==> src/rtl/la_mux3arb.sv <==
// Round-robin arbiter for three valid/ready sources driving the selects of a la_mux3.
// Optional packet lock keeps the grant until the granted source's last beat is accepted.
module la_mux3arb #(
  parameter PROP = "DEFAULT",
  parameter int unsigned LOCK = 1
) (
  input  logic       clk,
  input  logic       nreset,
  input  logic [2:0] req,
  input  logic [2:0] last,
  input  logic       ready,
  output logic [2:0] gnt,
  output logic       s0,
  output logic       s1,
  output logic       zvalid,
  output logic [2:0] rdy,
  output logic       busy
);

  localparam int unsigned NREQ = 3;
  localparam int unsigned PW   = 2;

  typedef enum logic {IDLE, BUSY} state_t;

  state_t        state, state_nxt;
  logic [2:0]    gnt_nxt;
  logic [2:0]    cand;
  logic [PW-1:0] ptr, ptr_nxt;
  logic [PW-1:0] g_idx;
  logic          accept;
  logic          release_c;

  // PROP only steers target-library mapping; it has no functional effect here.
  if (PROP == "") begin : g_noprop
  end

  // First requester in cand scanning p+1, p+2, p+3 (mod 3).
  function automatic logic [2:0] pick(input logic [2:0] c, input logic [PW-1:0] p);
    logic [2:0]    res;
    logic          found;
    logic [PW-1:0] idx;
    res   = 3'b000;
    found = 1'b0;
    for (int k = 1; k <= 3; k++) begin
      idx = PW'((int'(p) + k) % int'(NREQ));
      if (!found && c[idx]) begin
        res   = 3'(1) << idx;
        found = 1'b1;
      end
    end
    return res;
  endfunction

  assign g_idx     = gnt[2] ? PW'(2) : (gnt[1] ? PW'(1) : PW'(0));
  assign accept    = (|(gnt & req)) & ready;
  assign release_c = accept & ((LOCK == 0) | last[g_idx]);

  // State, grant, selects and pointer update together so selects never lag the grant.
  always_ff @(posedge clk or negedge nreset) begin
    if (!nreset) begin
      state <= IDLE;
      gnt   <= 3'b000;
      s0    <= 1'b0;
      s1    <= 1'b0;
      ptr   <= PW'(2);
    end else begin
      state <= state_nxt;
      gnt   <= gnt_nxt;
      s0    <= gnt_nxt[1];
      s1    <= gnt_nxt[2];
      ptr   <= ptr_nxt;
    end
  end

  always_comb begin
    state_nxt = state;
    gnt_nxt   = gnt;
    ptr_nxt   = ptr;
    cand      = req;
    case (state)
      IDLE: begin
        if (|req) begin
          gnt_nxt   = pick(req, ptr);
          state_nxt = BUSY;
        end
      end
      BUSY: begin
        if (release_c) begin
          // Prefer other requesters; re-grant the current one only if it is alone.
          ptr_nxt = g_idx;
          cand    = req & ~gnt;
          if (cand == 3'b000) cand = req;
          gnt_nxt   = pick(cand, g_idx);
          state_nxt = (|gnt_nxt) ? BUSY : IDLE;
        end
      end
      default: begin
        state_nxt = IDLE;
        gnt_nxt   = 3'b000;
      end
    endcase
  end

  always_comb begin
    busy   = (state == BUSY);
    zvalid = |(gnt & req);
    rdy    = gnt & {3{ready}};
  end

endmodule

==> config.mk <==
export PLATFORM = sky130hd
export DESIGN_NAME = la_mux3arb
export DESIGN_NICKNAME = d
export VERILOG_FILES = /design/src/rtl/la_mux3arb.sv
export SDC_FILE = /design/constraint.sdc
export NUM_CORES = 1
export LEC_CHECK = 0
export CORE_AREA = 2 2 39 41
export CTS_CLUSTER_SIZE = 24
export DETAILED_ROUTE_END_ITERATION = 6
export DIE_AREA = 0 0 41 43
export DONT_BUFFER_PORTS = 1
export GPL_TIMING_DRIVEN = 0
export PLACE_DENSITY = 0.7
export SLEW_MARGIN = 5
export SYNTH_ARGS = -nofsm -noshare
export SYNTH_HDL_FRONTEND = slang
export SYNTH_SLANG_ARGS = --single-unit
==> constraint.sdc <==
create_clock -name clk -period 2.5 [get_ports clk]
set_input_delay 0.25 -clock clk [delete_from_list [all_inputs] [get_ports clk]]
set_output_delay 0.25 -clock clk [all_outputs]
set_load 0.05 [all_outputs]
# After elaboration in Yosys (flattened, before gate mapping)
# Index checks and enable logic that the tools add are counted.
word_totals:
  register_bits: 8
  inputBits: 9
  output_inout_bits: 10
  word_cells: 100
classes:
  addsub: 6
  n_div: 6
  reduce_logical: 14
  n_eq_ne: 2
  bitwise: 7
  order_cmp: 7
  n_shift: 6
  n_mux: 46
ops:
  columns: ["op", "count"]
  rows:
  - ["$mod A32 B3 Y32 const B", 6]
  - ["$mux W3", 13]
  - ["$mux W1", 23]
  - ["$lt A2 B3 Y1 const B", 7]
  - ["$shl A1 B2 Y3 const A", 6]
  - ["$bmux W1 S2", 7]
  - ["$add A2 B2 Y3 const B", 4]
  - ["$and A3 B3 Y3", 3]
  - ["$reduce_or A3 Y1", 3]
  - ["$add A2 B1 Y3 const B", 2]
  - ["$pmux W3 S2", 1]
  - ["$logic_and A1 B1 Y1", 4]
  - ["$logic_not A1 Y1", 4]
  - ["$reduce_and A2 Y1", 2]
  - ["$logic_not A3 Y1", 1]
  - ["$not A3 Y3", 1]
  - ["$and A1 B1 Y1", 2]
  - ["$mux W2", 1]
  - ["$ne A2 B1 Y1 const B", 1]
  - ["$ne A2 B2 Y1 const B", 1]
  - ["$pmux W1 S2", 1]
  - ["$not A1 Y1", 1]

# Depth between registers and ports, before layout
depth:
  depth_word: 26
  mapped_depth: 8
  ltp_nobuf: 7

# Worst setup path before layout
# No wires, ideal clock.
synth_timing:
  path_kind: "reg-to-reg"
  startpoint: "register gnt[2]"
  endpoint: "register gnt[2]"
  setup_slack_ns: 0.305
  arrival_ns: 2.114
  path_stages_with_launch: 6
  setup_time_ns: 0.080
  n_path_buf: 0
  synth_period_minus_slack_ns: 2.195
  t_required_ns: 2.420
  cell_sequence: "dfrtp_1 > inv_1 > o21ai_2 > nand4_4 > or3_1 > o211ai_2"
synth_between:
  word_cells_on_any_way: 46
  classes_between: "add/sub: 3; div: 3; shift: 3; mux: 26; bitwise: 5; reduce/logical: 6"
synth_lines:
  columns: ["item", "line_no", "source"]
  rows:
  - ["start: declaration", "12", "output logic [2:0] gnt,"]
  - ["start signal: assignment", "68", "gnt <= gnt_nxt;"]
  - ["$and A3 B3 Y3", null, null]
  - ["$reduce_or A3 Y1", null, null]
  - ["via zvalid", "15", "output logic zvalid,"]
  - ["$and A1 B1 Y1", "55", "assign accept = (|(gnt & req)) & ready;"]
  - ["$and A1 B1 Y1", "56", "assign release_c = accept & ((LOCK == 0) | last[g_idx]);"]
  - ["$mux W3", "88", "if (release_c) begin"]
  - ["$pmux W3 S2", "80", "case (state)"]
# The timed path passes the listed nets, and every way through them passes these cells. The select of a mux whose other input is x is not followed.
# A chain may end at the register's enable or synchronous reset.

# Worst setup path in the final report
# Same ends and word-level chain as after synthesis.

==> impl_results.md <==
- Result of the run: completed
- Vias per cell: 5.76
- Post-synth EDFFs: 0
- CORE AREA: between 1000 and 1500 µm²
- Crit-path slowest cell: dfrtp_2
- Longest Clk Path Bufs: 2
- Root Buffer Master: clkbuf_4
- CTS sink cnt: 6
- Die Wd: just over 40 µm
- Slew headroom: 0.545
- GP Congestion: 0.820
- Initial core utilization: 0.524
- CTS tree: built
- Largest net degree at the start of global routing: 11
- H-Tree Depth: 1
- Commonest non-fill, non-tap cells in the layout: 7 x nand2_1, 7 x o21ai_0, 6 x inv_1, 6 x nor2b_1
- Crit start category: flop
- CP endpoint kind: flop
- Dpl hpwl: 1130 µm
- Site Rows: 14
- Final wirelength: between 1000 and 1500 µm
- Clk_skew: between 0.003 and 0.004 ns
- Final Max Slew Viols: 0
- Area grow syn2layout: 7.94%
- Post-place setup slack: between 0.1 and 0.15 ns
- Global route overflow: 0
- Fillers: roughly 130
- Slew at the pin with the worst max-slew slack: between 0.6 and 0.7 ns
- Number of global-route vias before repair: 567
- Period utilization: 0.859
- Async S/R FF share, synth: 1.00
- Minimum clock period: 2.15 ns
- PortBufs: 0
- Hold WC Path Type: input port to flop
- DP Area: 744 µm²
- Share of cells above drive strength 1: 0.221
- Global-route wire length before repair: 2500 µm
- Main synth FF type: dfrtp_1
- Mapped cell area: 724 µm²
- Setup WS post-layout: 0.352 ns
- Maxcap violations: 0
- Gr usage total: 0.208
- DRC errors left: 0
- Die area: 1760 µm²
- Hold Fails Final Rpt: 0
- Fin area: ~780 µm²
- Routed Antenna Nets: 0
- Setup-failing EPs final: 0
- DR iter-0 viols: 19
- Clock transition at the registers of the reported paths: 0.05 ns
- Initial antenna violation count: 0
- Synth unique cells: 39
- Nets: 109
- Critical path class: flop to flop
- Wire per inst: 13.5 µm
- Max incr delay on CP: ~0.6 ns
- RSZ-0062 raised after global routing: no
- Io pins: 19
- DRT Pass-1 Iters: 4
- Worst vdd ir: slightly below 800 µV
- Leakage power figure: 0.343 nW
- Synthesized instance count: 90
- Crit-path leading delay family: simple AND/OR/NAND/NOR gates
- Design Power: between 0.9 and 1 mW
- Die Y: 43 µm
- TNS Setup: 0 ns
- Synthesized Nets: 103
- Synth Area per Inst: 8.05 µm²
- Post-route insts no fill: approximately 110
- Largest fanout on the critical path: 10
- Latest clock arrival within the worst-skew pair: 0.24 ns
- Max Fclk: roughly 470 MHz
- CP Data Arrival Time: between 2 and 2.5 ns
- Pwr dens: 1230 nW/µm²
- Number of inserted diodes: 0
- Total CTS buffers: 3
- Post-synthesis sequential area ratio: 0.209
- WP data required: 2.65 ns
- Via count: 639
- Inst Count DP: 106
- Crit-path cells: inv_1 -> o21ai_2 -> nand4_4 -> or3_1 -> o211ai_2
- CP bufs+invs: 1
- Yosys warnings: 0
- #FFs+latches synth: 6
==> routing by layer <==
| metal | share of wire | wire, µm | global-route usage | vias up |
|---|---|---|---|---|
| met5 | 0 | 0 | 0 | - |
| met4 | 0 | 0 | 0.0800 | 0 |
| met3 | 0.0074 | 11 | 0.0314 | 0 |
| met2 | 0.53 | 786 | 0.297 | 4 |
| met1 | 0.47 | 698 | 0.305 | 297 |
| li1 | - | - | - | 338 |
==> what timing repair did <==
action | 4_1_cts | 5_1_grt
endpoints found under the hold margin | 6 | 0
gates resized for setup | 0 | 1
hold buffers | 1 | 0
buffers inserted | 0 | 0
setup endpoints to repair | 0 | 2
==> worst register-to-register path, stage by stage (launching register included) <==
cell,delay [ns]
dfrtp_2,0.60
inv_1,0.15
o21ai_2,0.57
nand4_4,0.25
or3_1,0.42
o211ai_2,0.08
==> power breakdown <==
| part | switching, mW | leakage, nW | total (mW) | internal (mW) |
|---|---|---|---|---|
| clock | 0.0329 | 0.0150 | 0.0932 | 0.0603 |
| combinational | 0.375 | 0.259 | 0.602 | 0.227 |
| sequential | 0.136 | 0.0693 | 0.270 | 0.134 |
==> cells by family (layout without fill, tap and decap cells) <==
family,Yosys count,in the layout,share of synthesized area
simple gates,37,37,0.304
compound gates,24,24,0.245
buf+inv,13,18,0.0881
mux,6,6,0.0846
flops,6,6,0.209
fa+ha+maj,4,4,0.0691
==> synth_stat cells (all sizes together) (2+ instances only) <==
| master | count | area (µm²) |
|---|---|---|
| or2 | 2 | 12.5 |
| and3 | 2 | 12.5 |
| buf | 6 | 37.5 |
| a21oi | 2 | 10.0 |
| nor3b | 2 | 15.0 |
| nor2 | 5 | 18.8 |
| nand2 | 7 | 26.3 |
| mux2i | 5 | 50.1 |
| dfrtp | 5 | 125 |
| nand3 | 2 | 10.0 |
| and2 | 3 | 20.0 |
| nand2b | 2 | 12.5 |
| o21ai | 9 | 52.6 |
| a211o | 2 | 17.5 |
| nor2b | 6 | 37.5 |
| ha | 4 | 50.1 |
| a22oi | 3 | 22.5 |
| inv | 6 | 22.5 |
| nand4 | 2 | 27.5 |
==> worst paths after layout <==
| check | cells after the start | startpoint | slack, ns | to |
|---|---|---|---|---|
| setup / recovery | 5 | gnt[2] | 0.35 | gnt[2] |
| hold / removal | 2 | req[1] | 0.15 | busy |
| setup reg to reg | 5 | gnt[2] | 0.35 | gnt[2] |
| hold reg to reg | 2 | ptr[1] | 0.52 | ptr[1] |
| max in group asynchronous | 1 | nreset | 1.91 | ptr[1] |
| min in group asynchronous | 1 | nreset | 0.32 | gnt[1] |
==> final cells by class <==
cell class	instances	area (µm²)	area share
Multi-Input combinational cell	71	509	0.651
Buffer	7	41.3	0.0528
Sequential cell	6	153	0.195
Timing Repair Buffer	1	10.0	0.0128
Inverter	6	22.5	0.0288
Clock buffer	4	26.3	0.0336
Tap cell	16	20.0	0.0256
==> sequential cells by signal, indices dropped and copies added (netlist names) <==
signal,flops
ptr,2
gnt,3
busy,1
==> stage by stage <==
step | util | hold slack, ns
2_1_floorplan | - | -0.0456
3_3_place_gp | 0.538 | -0.0455
3_5_place_dp | 0.538 | -0.0455
4_1_cts | 0.564 | 0.132
5_1_grt | 0.565 | 0.150
6_report | 0.565 | 0.151
(Power assumes the default switching activity.)
